**src/rtl/core_mem_rd_agu.sv**
```systemverilog
// core_mem_rd_agu: read-address generator for the core memory MAC read port.
// Streams a row_len x num_rows tile of GBUS words from WMEM (mem_sel=0) or
// the KV cache (mem_sel=1) towards the LBUF, pausing while the LBUF reports
// almost-full. The first word is issued in the same cycle the start is
// accepted, so cmem_ren rises the cycle after start.
// Optional: define CORE_MEM_RD_AGU_STALL_CNT_EN to add the stall_cnt output.
module core_mem_rd_agu #(
    parameter int GBUS_ADDR = 16,
    parameter int CNT_W     = 12
) (
    input  logic                 clk,
    input  logic                 rstn,
    input  logic                 start,
    input  logic                 abort,
    input  logic                 mem_sel,
    input  logic [GBUS_ADDR-2:0] base_addr,
    input  logic [CNT_W-1:0]     row_len,
    input  logic [CNT_W-1:0]     num_rows,
    input  logic [CNT_W-1:0]     stride,
    input  logic                 lbuf_almost_full,
    output logic [GBUS_ADDR-1:0] cmem_raddr,
    output logic                 cmem_ren,
    output logic                 busy,
    output logic                 done
`ifdef CORE_MEM_RD_AGU_STALL_CNT_EN
    ,
    output logic [31:0]          stall_cnt
`endif
);

    localparam int AW = GBUS_ADDR - 1;

    typedef enum logic [1:0] {
        S_IDLE,
        S_ISSUE,
        S_DONE
    } state_t;

    state_t                 r_state, w_state_nxt;
    logic                   r_mem_sel, w_mem_sel_nxt;
    logic [AW-1:0]          r_row_base, w_row_base_nxt;
    logic [CNT_W-1:0]       r_col, w_col_nxt;
    logic [CNT_W-1:0]       r_row, w_row_nxt;
    logic [CNT_W-1:0]       r_row_len, w_row_len_nxt;
    logic [CNT_W-1:0]       r_num_rows, w_num_rows_nxt;
    logic [CNT_W-1:0]       r_stride, w_stride_nxt;
    logic [GBUS_ADDR-1:0]   r_raddr, w_raddr_nxt;
    logic                   r_ren, w_ren_nxt;
    logic                   r_done, w_done_nxt;

    // Working view of the tile: live inputs on the accept cycle, latched
    // config afterwards, so the accept cycle can issue the first word itself.
    logic                   w_cur_sel;
    logic [AW-1:0]          w_cur_base;
    logic [CNT_W-1:0]       w_cur_col;
    logic [CNT_W-1:0]       w_cur_row;
    logic [CNT_W-1:0]       w_cur_len;
    logic [CNT_W-1:0]       w_cur_rows;
    logic [CNT_W-1:0]       w_cur_stride;
    logic                   w_issue;
    logic                   w_start_acc;

    assign w_start_acc = (r_state == S_IDLE) && start && !abort;

    // Next-state, counter and registered-output computation.
    always_comb begin
        w_state_nxt    = r_state;
        w_mem_sel_nxt  = r_mem_sel;
        w_row_base_nxt = r_row_base;
        w_col_nxt      = r_col;
        w_row_nxt      = r_row;
        w_row_len_nxt  = r_row_len;
        w_num_rows_nxt = r_num_rows;
        w_stride_nxt   = r_stride;
        w_raddr_nxt    = r_raddr;
        w_ren_nxt      = 1'b0;
        w_done_nxt     = 1'b0;
        w_issue        = 1'b0;
        w_cur_sel      = r_mem_sel;
        w_cur_base     = r_row_base;
        w_cur_col      = r_col;
        w_cur_row      = r_row;
        w_cur_len      = r_row_len;
        w_cur_rows     = r_num_rows;
        w_cur_stride   = r_stride;

        unique case (r_state)
            S_IDLE: begin
                if (w_start_acc) begin
                    w_cur_sel      = mem_sel;
                    w_cur_base     = base_addr;
                    w_cur_col      = '0;
                    w_cur_row      = '0;
                    w_cur_len      = row_len;
                    w_cur_rows     = num_rows;
                    w_cur_stride   = stride;
                    w_mem_sel_nxt  = mem_sel;
                    w_row_base_nxt = base_addr;
                    w_col_nxt      = '0;
                    w_row_nxt      = '0;
                    w_row_len_nxt  = row_len;
                    w_num_rows_nxt = num_rows;
                    w_stride_nxt   = stride;
                    if (row_len == '0 || num_rows == '0) begin
                        w_state_nxt = S_DONE;
                    end else begin
                        w_state_nxt = S_ISSUE;
                        w_issue     = !lbuf_almost_full;
                    end
                end
            end
            S_ISSUE: begin
                w_issue = !lbuf_almost_full;
            end
            S_DONE: begin
                w_state_nxt = S_IDLE;
                w_done_nxt  = 1'b1;
            end
            default: begin
                w_state_nxt = S_IDLE;
            end
        endcase

        if (w_issue) begin
            w_ren_nxt   = 1'b1;
            w_raddr_nxt = {w_cur_sel, w_cur_base + AW'(w_cur_col)};
            if (w_cur_col == w_cur_len - CNT_W'(1)) begin
                w_col_nxt      = '0;
                w_row_base_nxt = w_cur_base + AW'(w_cur_stride);
                w_row_nxt      = w_cur_row + CNT_W'(1);
                if (w_cur_row == w_cur_rows - CNT_W'(1)) begin
                    w_state_nxt = S_DONE;
                end
            end else begin
                w_col_nxt = w_cur_col + CNT_W'(1);
            end
        end

        if (abort) begin
            w_state_nxt = S_IDLE;
            w_ren_nxt   = 1'b0;
            w_done_nxt  = 1'b0;
        end
    end

    // State, counters, latched config and registered outputs.
    always_ff @(posedge clk) begin
        if (!rstn) begin
            r_state    <= S_IDLE;
            r_mem_sel  <= 1'b0;
            r_row_base <= '0;
            r_col      <= '0;
            r_row      <= '0;
            r_row_len  <= '0;
            r_num_rows <= '0;
            r_stride   <= '0;
            r_raddr    <= '0;
            r_ren      <= 1'b0;
            r_done     <= 1'b0;
        end else begin
            r_state    <= w_state_nxt;
            r_mem_sel  <= w_mem_sel_nxt;
            r_row_base <= w_row_base_nxt;
            r_col      <= w_col_nxt;
            r_row      <= w_row_nxt;
            r_row_len  <= w_row_len_nxt;
            r_num_rows <= w_num_rows_nxt;
            r_stride   <= w_stride_nxt;
            r_raddr    <= w_raddr_nxt;
            r_ren      <= w_ren_nxt;
            r_done     <= w_done_nxt;
        end
    end

    assign cmem_raddr = r_raddr;
    assign cmem_ren   = r_ren;
    assign busy       = (r_state == S_ISSUE);
    assign done       = r_done;

`ifdef CORE_MEM_RD_AGU_STALL_CNT_EN
    logic [31:0] r_stall_cnt;

    // Count ISSUE cycles blocked by almost-full, saturating; cleared on start.
    always_ff @(posedge clk) begin
        if (!rstn) begin
            r_stall_cnt <= '0;
        end else if (w_start_acc) begin
            r_stall_cnt <= '0;
        end else if (r_state == S_ISSUE && lbuf_almost_full && r_stall_cnt != '1) begin
            r_stall_cnt <= r_stall_cnt + 32'd1;
        end
    end

    assign stall_cnt = r_stall_cnt;
`endif

endmodule

```
**config.mk**
```make
export PLATFORM = sky130hd
export DESIGN_NAME = core_mem_rd_agu
export DESIGN_NICKNAME = d
export VERILOG_FILES = /design/src/rtl/core_mem_rd_agu.sv
export SDC_FILE = /design/constraint.sdc
export NUM_CORES = 1
export LEC_CHECK = 0
export ABC_CLOCK_PERIOD_IN_PS = 6300
export BUFFER_PORTS_ARGS = -buffer_cell sky130_fd_sc_hd__buf_2
export CORE_MARGIN = 1
export CORE_UTILIZATION = 59
export CTS_CLUSTER_DIAMETER = 30
export DETAILED_ROUTE_END_ITERATION = 10
export PLACE_DENSITY = 0.91
export SLEW_MARGIN = 25
export SYNTH_ARGS = -nofsm -noshare
export SYNTH_HDL_FRONTEND = slang
export SYNTH_SLANG_ARGS = --single-unit
```
**constraint.sdc**
```tcl
create_clock -name clk -period 6.3 [get_ports clk]
set_input_delay 0.315 -clock clk [delete_from_list [all_inputs] [get_ports clk]]
set_output_delay 0.315 -clock clk [all_outputs]
set_load 0.01 [all_outputs]
```
Word-level counts from Yosys, hierarchy flattened
Index checks and enable logic that the tools add are counted.
{"block": "totals", "ff_bits": 96, "latch_bits": 0, "ramBits": 0, "mem_bits_ro": 0, "in_bits": 57, "out_inout_bits": 19, "elab_cells": 62, "mem_count": 0}
{"block": "classes", "add_sub_neg": 6, "n_mul": 0, "n_div": 0, "order_cmp": 0, "n_eq_ne": 4, "shift": 0, "n_mux": 31, "bitwise": 1, "n_reduce_logical": 9}
{"cell": "$mux 12", "count": 14}
{"cell": "$mux 15", "count": 4}
{"cell": "$add 15x12->15", "count": 2}
{"cell": "$add 12x1->12 const B", "count": 2}
{"cell": "$eq 12x12->1", "count": 2}
{"cell": "$logic_not 12->1", "count": 2}
{"cell": "$sub 12x1->12 const B", "count": 2}
{"cell": "$mux 2", "count": 5}
{"cell": "$mux 1", "count": 6}
{"cell": "$pmux 2 s2", "count": 1}
{"cell": "$eq 2x1->1 const B", "count": 1}
{"cell": "$eq 2x2->1 const B", "count": 1}
{"cell": "$logic_and 1x1->1", "count": 2}
{"cell": "$logic_not 1->1", "count": 2}
{"cell": "$logic_not 2->1", "count": 1}
{"cell": "$pmux 1 s2", "count": 1}
{"cell": "$reduce_or 2->1", "count": 1}
{"cell": "$logic_or 1x1->1", "count": 1}
{"cell": "$not 1->1", "count": 1}

Depth between registers and ports, before layout
Gate-level depths: netlist of run 1.
{"block": "logic_depth", "ltp_word": 10, "mapped_depth": 19, "mapped_depth_nobuf": 13}

Worst setup path before layout of run 1
Ideal clock, no wire load.
{"block": "synth_path", "kind": "input -> register", "start": "input port start", "end": "register r_row[3]", "setup_time_ps": 128, "arrival_ps": 4512, "required_ps": 6172, "path_slack_ps": 1660, "path_stages": 17, "n_path_buf": 6, "path_cell_list": "or4b_4 buf_6 clkbuf_1 clkbuf_1 clkbuf_1 buf_1 mux2i_1 ha_1 buf_4 or4b_1 nor4b_2 o21ba_2 o22ai_1 or4b_4 nor4_1 xor2_1 nor2_1"}
{"block": "synth_between", "elab_chain_len": 8, "elab_cells_between_ends": 15, "classes_between": "2 x add/sub; 1 x eq/ne; 10 x mux; 2 x reduce/logical"}
{"element": "start: declaration", "line_no": "13", "text": "input logic start,"}
{"element": "$logic_and 1x1->1 (*) (2 in a row)", "line_no": "63", "text": "assign w_start_acc = (r_state == S_IDLE) && start && !abort;"}
{"element": "$mux 12", "line_no": "89", "text": "if (w_start_acc) begin"}
{"element": "$mux 12", "line_no": "87", "text": "unique case (r_state)"}
{"element": "$sub 12x1->12", "line_no": "127", "text": "if (w_cur_col == w_cur_len - CNT_W'(1)) begin"}
{"element": "$eq 12x12->1", "line_no": "127"}
{"element": "$mux 12", "line_no": "127"}
{"element": "$mux 12 (*)", "line_no": "124", "text": "if (w_issue) begin"}
{"element": "end signal: assignment", "line_no": "165", "text": "r_row <= w_row_nxt;"}
{"element": "end: declaration", "line_no": "43", "text": "logic [CNT_W-1:0] r_row, w_row_nxt;"}
Every way passes the cells marked *; elsewhere a longest branch is shown, timed or not.
A chain may end at the register's enable or synchronous reset.

Worst setup path in the final report of run 1
{"block": "layout_path", "start": "register r_state[0]", "end": "register r_row_base[7]"}
{"block": "layout_between", "elab_chain_len": 9, "elab_cells_between_ends": 19, "classes_between": "2 x add/sub; 2 x eq/ne; 12 x mux; 3 x reduce/logical"}
{"element": "start: declaration", "line_no": "39", "text": "state_t r_state, w_state_nxt;"}
{"element": "start signal: assignment", "line_no": "161", "text": "r_state <= w_state_nxt;"}
{"element": "$logic_not 2->1", "line_no": "63, 87"}
{"element": "$logic_and 1x1->1 (2 in a row)", "line_no": "63"}
{"element": "$mux 12", "line_no": "89"}
{"element": "$mux 12", "line_no": "87"}
{"element": "$sub 12x1->12", "line_no": "127"}
{"element": "$eq 12x12->1", "line_no": "127"}
{"element": "$mux 15", "line_no": "127"}
{"element": "$mux 15 (*)", "line_no": "124"}
{"element": "end signal: assignment", "line_no": "163", "text": "r_row_base <= w_row_base_nxt;"}
{"element": "end: declaration", "line_no": "41", "text": "logic [AW-1:0] r_row_base, w_row_base_nxt;"}
Marked as above.

==> metrics, run 1 <==
Final Hold Vio Count 0; clock power share 33.6%; ys async rst share 0%; Syn Inst Count 815; root buf cell clkbuf_8; Syn Nets approximately 900; die span in y around 110 µm; crit path cell chain or4b_4 -> mux2i_1 -> ha_1 -> or4b_1 -> or4b_2 -> a21oi_1 -> a221oi_1 -> and4b_1 -> nand3_1 -> buf_4 -> mux2i_1 -> nor2_1; fill count 850; Clk pin slew, worst setup/hold paths 0.10 ns; Max FO, Critical Path slightly below 70; drt wl/cell between 15 and 20 µm; Post-CTS Setup Inserts 0; area of the multi-input gates a little over 4000 µm²; Crit path max-delay family simple AND/OR/NAND/NOR gates; Layout Skew about 0.013 ns; worst hold path type primary input to flip-flop; DRT antenna net count 0; Post-synth top flop dfxtp_1; final slew viol count 0; mean post-synth cell area a little under 8 µm²; r2r setup slk 1.72 ns; RR Startpoint r_state[0]; clock tree from TritonCTS yes; hold path depth 3; Netlist cell types 67; slowest CP cell or4b_4; post-layout util 67.0%; Final WS setup roughly 1.7 ns; routability cong. 0.941; WP data required about 6.5 ns; Port-buffer cells 75; mapped cell area between 6000 and 7000 µm²; final worst path period share 72.6%; Worst EP arrival 4.81 ns; critical path class flip-flop to flip-flop; Slew HR slightly above 30%; CP Capture Type flip-flop; CP max stage delay 0.89 ns; vias in the first global route between 5000 and 6000; initial core utilization 60.8%; P per Cell Area about 200 nW/µm²; unrepaired setup endpoints after global routing no; Hold Path End r_num_rows[11]; DRC 0; Fmax achieved approximately 220 MHz; Max Root-Sink Buffers 2; Worst path most repeated cell mux2i_1; min-delay src num_rows[11]; first-pass GRT wire length between 20000 and 30000 µm; DRT Wirelength 15900 µm; post-CTS sizing 0; Seq. cell area approximately 1900 µm²; commonest non-fill, non-tap cell in the layout nand2_1; post-DP HPWL 10900 µm; Nets around 950; Pre-antenna DRT Iters 6; H-tree depth 3; end of the worst register-to-register path r_row_base[7]; peak supply drop 0.000153 V; diode count 0; R2R cell count 12; maxcap violations 0; die area between 10000 and 15000 µm²; sequential cell area fraction in the yosys report a little under a third; All-Layer GR Usage ~30%; # IOs 76; most frequent cells in the layout nand2_1, dfxtp_1, buf_2; # rows 37; Internal between 0.0009 and 0.001 W; Net Sw Frac between 20% and 30%; global route overflow 0; Core Region around 10000 µm²; status finished, final reports clean; number of synthesized register bits 96; CP Buf/Inv Count 1; Place WS about 1.7 ns; synth warn 0; static leakage 3.08 nW; Layout area overhead 10.2%; vias 6129; min Tclk post-route between 4 and 5 ns; via/cell ratio approximately 6.1; Post-synth EDFFs 0; largest net degree at the start of global routing around 70; CTS buffer count 9; CTS Hold Bufs 0; layout cells sized above 1 13.3%; Slew @ Worst Pin approximately 1.0 ns; switching pwr between 0.0004 and 0.0005 W; Seq pwr share 46.8%; Comb pwr share between 10% and 20%; CTS sink count between 90 and 100; setup TNS 0 ns; Setup violations, final 0; latest clock arrival within the worst-skew pair between 0.3 and 0.4 ns; antenna violations before repair 0; DRT iter0 DRCs between 400 and 500; Die Width 105 µm; Startpoint Class flip-flop
==> state kept, by name (all words and copies together), names as in the netlist <==
name        flops
cmem_raddr     16
r_row_base     15
r_col          12
r_num_rows     12
r_row          12
r_row_len      12
r_stride       12
r_state         2
cmem_ren        1
done            1
r_mem_sel       1
==> routing by layer <==
layer  wire length (µm)  vias up  global-route usage, %
met2               7420      278                   48.1
met5                  0        -                      0
met4                547        0                   13.8
li1                   -     2987                      -
met1               6840     2818                   38.9
met3               1130       46                   3.68
==> cell families after synthesis <==
family,after synthesis,synth area share [%]
AO/OA/AOI/OAI,157,16.0
XOR/XNOR,64,8.93
adder cells (fa/ha/maj),30,6.22
buffers and inverters,52,3.45
flip-flops,96,30.6
multiplexers,30,4.83
AND/OR/NAND/NOR,386,29.9
==> power groups by stage <==
stage                     combinational, W  sequential, W  clock [W]
after global routing              0.000297       0.000643   0.000485
after CTS                         0.000265       0.000640   0.000459
final                             0.000268       0.000641   0.000459
after floorplan                   0.000193       0.000651          0
after detailed placement          0.000260       0.000654          0
after global placement            0.000254       0.000653          0
==> cell usage after synthesis (7+ instances only) <==
master,n,area [µm²]
a211oi_1,7,52.6
a21oi_1,69,345
and2_1,14,87.6
and3_1,8,50.1
clkbuf_1,28,105
dfxtp_1,96,1920
ha_1,28,350
inv_1,11,41.3
mux2i_1,28,280
nand2_1,169,634
nand3_1,27,135
nand4_1,8,50.1
nor2_1,60,225
nor3_1,34,170
nor4_1,13,81.3
o21ai_0,19,95.1
or3_1,9,56.3
xnor2_1,29,254
xor2_1,35,307
==> layout make-up <==
cell class / instances / share of cell area, %
multi-input cells: 667 / 59.9
clock inverters: 7 / 1.38
flip-flops and latches: 96 / 27.8
inverters: 12 / 0.652
well taps: 136 / 2.46
clock buffers: 9 / 1.79
repair buffers: 80 / 5.97
==> through the flow <==
stage	hold slack (ns)	instance area [µm²]	total power (W)	std cells
after floorplan	0.444	6270	0.000845	815
after global placement	0.441	6690	0.000908	991
after detailed placement	0.443	6690	0.000914	991
after CTS	0.195	6910	0.00136	1007
after global routing	0.207	6910	0.00142	1007
final	0.200	6910	0.00137	1007
==> tightest hold or removal path: cells and delay by family <==
family	cells	cell delay (ns)
compound gates	1	0.05
simple gates	1	0.05
buf+inv	1	0.11
==> how the worst max path moves through the flow <==
stage / from / end / slack, ns / cells past startpoint
after global routing: r_state[0] / r_row[3] / 1.36 / 11
after detailed placement: abort / r_row_base[7] / 1.73 / 13
after CTS: r_state[0] / r_row_base[7] / 1.76 / 12
after floorplan: start / r_row[3] / 1.66 / 17
final: r_state[0] / r_row_base[7] / 1.72 / 12
after global placement: abort / r_row_base[1] / 1.87 / 13
Power figures use the tool's default switching activity.
==> run 2, diff against run 1 <==
--- a/config.mk
+++ b/config.mk
@@ -5,13 +5,13 @@
 export SDC_FILE = /design/constraint.sdc
 export NUM_CORES = 1
 export LEC_CHECK = 0
-export ABC_CLOCK_PERIOD_IN_PS = 6300
+export ABC_CLOCK_PERIOD_IN_PS = 4200
 export BUFFER_PORTS_ARGS = -buffer_cell sky130_fd_sc_hd__buf_2
 export CORE_MARGIN = 1
-export CORE_UTILIZATION = 59
+export CORE_UTILIZATION = 53
 export CTS_CLUSTER_DIAMETER = 30
 export DETAILED_ROUTE_END_ITERATION = 10
-export PLACE_DENSITY = 0.91
+export PLACE_DENSITY = 0.87
 export SLEW_MARGIN = 25
 export SYNTH_ARGS = -nofsm -noshare
 export SYNTH_HDL_FRONTEND = slang
==> constraint.sdc (replaced) <==
create_clock -name clk -period 4.2 [get_ports clk]
set_input_delay 0.21 -clock clk [delete_from_list [all_inputs] [get_ports clk]]
set_output_delay 0.21 -clock clk [all_outputs]
set_load 0.01 [all_outputs]
==> run 2 against run 1 <==
Net effect:
- clock skew decreased by 0.0049 ns
- register-to-register slack got worse by 1.5 ns
- total power is 65% higher
- die area up 11%
- sequential cell count stayed put
- utilization is 5.0 points lower
- non-clock buffer count grew 7
- design area increased by 2.9%
- fmax is 15% higher
- count of clock-buffer cells in the layout grew 2
- routed wire length increased by 4.4%
- critical path depth unchanged
- largest power group unchanged
- highest routed layer unchanged
==> metrics, run 2 (synthesis results as in run 1) <==
min Tclk post-route between 3 and 4 ns; antenna violations before repair 0; vias between 6000 and 7000; Slew @ Worst Pin around 0.8 ns; DRT Wirelength between 15000 and 20000 µm; DRC 0; # IOs 76; unrepaired setup endpoints after global routing no; non-filler cells, final roughly 1000; most frequent cells in the layout nand2_1, dfxtp_1, buf_2; diode count 0; CTS Hold Bufs 0; RR Startpoint r_state[1]; Fmax achieved roughly 250 MHz; # rows 39; root buf cell clkbuf_16; layout cells sized above 1 14.2%; WP data required 4.45 ns; final worst path period share between 90% and 100%; Post-DP Area slightly below 7000 µm²; Clk pin slew, worst setup/hold paths 0.07 ns; DRT iter0 DRCs ~510; clock tree from TritonCTS yes; setup TNS 0 ns; vias in the first global route between 5000 and 6000; switching pwr around 0.00063 W; end of the worst register-to-register path r_row_base[5]; max FFs per register 16; peak supply drop approximately 0.00025 V; Max Root-Sink Buffers 2; Core Region between 10000 and 15000 µm²; Pre-antenna DRT Iters 5; Slew HR 45.2%; R2R cell count 12; post-CTS sizing 0; Die Width 111 µm; global route overflow 0; status finished, final reports clean; min-delay src stride[10]; maxcap violations 0; post-DP HPWL ~12000 µm; H-tree depth 3; initial core utilization between 50 and 60%; worst hold margin 0.111 ns; drt wl/cell ~16 µm; fill count 996; Setup violations, final 0; r2r setup slk between 0.2 and 0.25 ns; hold path depth 3; Worst EP arrival about 4.2 ns; largest net degree at the start of global routing 47; commonest non-fill, non-tap cell in the layout nand2_1; DRT antenna net count 0; CTS buffer count 9; via/cell ratio 6.06; Nets 960; final slew viol count 0; Post-CTS Setup Inserts 0; Place WS between 0.2 and 0.25 ns; Comb pwr share a little under a fifth; clock power share between 30 and 40%; Internal about 0.0016 W; die span in y between 100 and 150 µm; die area about 12000 µm²; Worst Setup SP r_state[1]; Startpoint Class flip-flop; worst hold path type primary input to flip-flop; placed cells around 1000; Layout area overhead 13.3%; P per Cell Area roughly 320 nW/µm²; first-pass GRT wire length between 20000 and 30000 µm; Final WS setup 0.205 ns; routability cong. slightly below 0.9; static leakage ~3.2 nW; CTS sink count 96; critical path class flip-flop to flip-flop; Final Hold Vio Count 0; CP Capture Type flip-flop; Design Area, Final 7110 µm²; Hold Path End r_stride[10]; Port-buffer cells 75; latest clock arrival within the worst-skew pair about 0.35 ns; All-Layer GR Usage a little over a quarter; Net Sw Frac between 20 and 30%; Layout Skew approximately 0.0081 ns; Seq pwr share between 40% and 50%; Max FO, Critical Path 29
[run 2: cell types whose count changed in the layout (fill, tap and decap cells not counted), sizes merged]
cell,before,now
clkbuf,9,11
buf,80,87
clkinv,3,2
inv,13,12
[run 2: cell type report]
class	count	area, µm²	share of cell area, %
Clock buffer	11	233	3.27
Multi-Input combinational cell	667	4170	58.7
Inverter	12	45.0	0.633
Sequential cell	96	1920	27.0
Tap cell	143	179	2.52
Clock inverter	5	81.3	1.14
Timing Repair Buffer	87	478	6.72
[run 2: how the worst max path moves through the flow]
stage | endpoint | slack [ns] | cells past startpoint
floorplan | r_state[1] | -0.10 | 17
global placement | r_state[1] | 0.32 | 12
detailed placement | r_row_base[5] | 0.23 | 13
CTS | r_row_base[5] | 0.22 | 12
global route | cmem_raddr[14] | 0.02 | 12
finish | r_row_base[5] | 0.21 | 12
[run 2: critical path: stages (launching register included)]
cell and delay [ns]:
dfxtp_1 0.36, or4b_4 0.58, mux2i_1 0.30, ha_4 0.26, or4b_1 0.54, or4b_2 0.66, a21oi_1 0.17, a221oi_1 0.08
and4b_1 0.24, nand3_1 0.15, buf_12 0.22, nor2_1 0.08, a311oi_1 0.25
[run 2: metrics by stage]
stage | total power, W | utilization (%)
global route | 0.00234 | 62.0
CTS | 0.00226 | 61.9
floorplan | 0.00127 | -
detailed placement | 0.00138 | 59.2
finish | 0.00226 | 62.0
global placement | 0.00137 | 59.2
[run 2: metal layers]
metal	up-vias	global-route usage, %	routed length, µm
met2	269	45.7	7840
met3	26	5.69	1330
met4	0	7.82	277
met1	2891	35.6	7190
li1	3005	-	-
met5	-	0	0
[run 2: power groups by stage]
stage / clock (W) / sequential (W) / combinational, W
2_1_floorplan: 0 / 0.000977 / 0.000297
3_3_place_gp: 0 / 0.000980 / 0.000390
3_5_place_dp: 0 / 0.000981 / 0.000399
4_1_cts: 0.000894 / 0.000961 / 0.000404
5_1_grt: 0.000926 / 0.000964 / 0.000453
6_report: 0.000884 / 0.000962 / 0.000411
==> run 3, diff against run 2 <==
--- a/config.mk
+++ b/config.mk
@@ -8,10 +8,11 @@
 export ABC_CLOCK_PERIOD_IN_PS = 4200
 export BUFFER_PORTS_ARGS = -buffer_cell sky130_fd_sc_hd__buf_2
 export CORE_MARGIN = 1
-export CORE_UTILIZATION = 53
+export CORE_UTILIZATION = 45
 export CTS_CLUSTER_DIAMETER = 30
 export DETAILED_ROUTE_END_ITERATION = 10
-export PLACE_DENSITY = 0.87
+export PLACE_DENSITY = 0.77
+export REMOVE_ABC_BUFFERS = 1
 export SLEW_MARGIN = 25
 export SYNTH_ARGS = -nofsm -noshare
 export SYNTH_HDL_FRONTEND = slang
==> run 3 against run 2 <==
Net effect:
- via count shrank 3.5%
- cell count grew 2.9%
- first-iteration DRC count shrank 15%
- die area grew 17%
- design area shrank 0.33%
- sequential power is essentially flat
- clock power shrank 3.4%
==> metrics, run 3 (synthesis results as in run 1) <==
first-pass GRT wire length between 20000 and 30000 µm; critical path class flip-flop to flip-flop; placed cells between 1000 and 1500; Core Region roughly 13000 µm²; # rows 42; post-DP HPWL around 11000 µm; Pre-antenna DRT Iters 5; maxcap violations 0; Slew @ Worst Pin 0.625 ns; global route overflow 0; clock tree from TritonCTS yes; post-CTS sizing 0; Layout area overhead 13.0%; end of the worst register-to-register path r_row_base[4]; DRT Wirelength approximately 16000 µm; # IOs 76; vias in the first global route ~5500; DRT iter0 DRCs roughly 430; Slew HR about 57%; Power, Total approximately 0.0022 W; root buf cell clkbuf_16; Final Hold Vio Count 0; Layout Skew slightly above 0.008 ns; Max FO, Critical Path 19; H-tree depth 3; die area approximately 14000 µm²; min Tclk post-route 3.95 ns; Fmax achieved between 200 and 300 MHz; hold path depth 3; Clk pin slew, worst setup/hold paths around 0.07 ns; All-Layer GR Usage roughly 23%; R2R cell count 12; min-delay src mem_sel; antenna violations before repair 0; latest clock arrival within the worst-skew pair approximately 0.35 ns; DRT antenna net count 0; Place WS 0.262 ns; via/cell ratio roughly 5.7; DRC 0; unrepaired setup endpoints after global routing no; most frequent cells in the layout nand2_1, dfxtp_1, buf_2; die span in y 120 µm; commonest non-fill, non-tap cell in the layout nand2_1; layout cells sized above 1 around 14%; Max Root-Sink Buffers 2; Worst EP arrival between 4 and 5 ns; static leakage 3.14 nW; Startpoint Class flip-flop; vias about 6000; CP Capture Type flip-flop; r2r setup slk roughly 0.25 ns; non-filler cells, final around 1100; final slew viol count 0; Setup violations, final 0; Final WS setup roughly 0.25 ns; CTS Hold Bufs 0; initial core utilization 46.8%; drt wl/cell approximately 15 µm; Hold Path End r_mem_sel; Post-CTS Setup Inserts 0; fill count around 1300; worst hold margin roughly 0.11 ns; Nets ~960; RR Startpoint r_state[0]; Port-buffer cells 75; diode count 0; CTS sink count between 90 and 100; status finished, final reports clean; CTS buffer count 9; final worst path period share a little over nine tenths; P per Cell Area about 310 nW/µm²; peak supply drop 0.000213 V; worst hold path type primary input to flip-flop; Die Width approximately 120 µm; WP data required around 4.4 ns; routability cong. 0.886; post-layout util a little over half; largest net degree at the start of global routing 48; max FFs per register 16
[run 3: how the worst max path moves through the flow]
stage,from,to,slack [ns],cells after the start
after global routing,r_state[0],r_row[11],0.06,12
final,r_state[0],r_row_base[4],0.25,12
after global placement,r_state[0],cmem_raddr[14],0.32,12
after CTS,r_state[0],cmem_raddr[14],0.26,12
after floorplan,r_state[0],r_row[11],-2.25,12
after detailed placement,r_state[0],cmem_raddr[14],0.26,12
[run 3: through the flow]
stage                     setup TNS (ns)  area, µm²
final                                  0       7090
after global routing                   0       7090
after CTS                              0       7090
after detailed placement               0       6780
after global placement                 0       6780
after floorplan                   -86.80       6100
[run 3: critical path: stages, from the launching register on]
cell	delay, ns
dfxtp_1	0.35
or4b_4	0.58
mux2i_1	0.23
ha_1	0.26
or4b_1	0.54
or4b_2	0.66
a21oi_1	0.18
a221oi_1	0.08
and4b_1	0.25
nand3_1	0.10
buf_4	0.28
mux2i_1	0.25
nor2_1	0.06
[run 3: where the power goes]
group	internal (W)	switching (W)
Sequential	0.000940	0.0000211
Clock	0.000493	0.000361
Combinational	0.000164	0.000236
Total	0.00160	0.000618
[run 3: routing by layer]
| metal | up-vias | global-route usage [%] | wire (µm) |
|---|---|---|---|
| li1 | 3020 | - | - |
| met1 | 2755 | 30.1 | 7290 |
| met2 | 175 | 36.8 | 7180 |
| met3 | 22 | 3.56 | 801 |
| met4 | 0 | 7.50 | 259 |
| met5 | - | 0 | 0 |
[run 3: cell type report]
cell class                 instances  area, µm²  share of cell area, %
tap                              176        220                   3.11
timing repair buffer              85        450                   6.36
clock buffer                      11        253                   3.57
multi-input combinational        667       4140                   58.5
inverter                          12       45.0                  0.636
clock inverter                     4       52.6                  0.742
sequential                        96       1920                   27.1
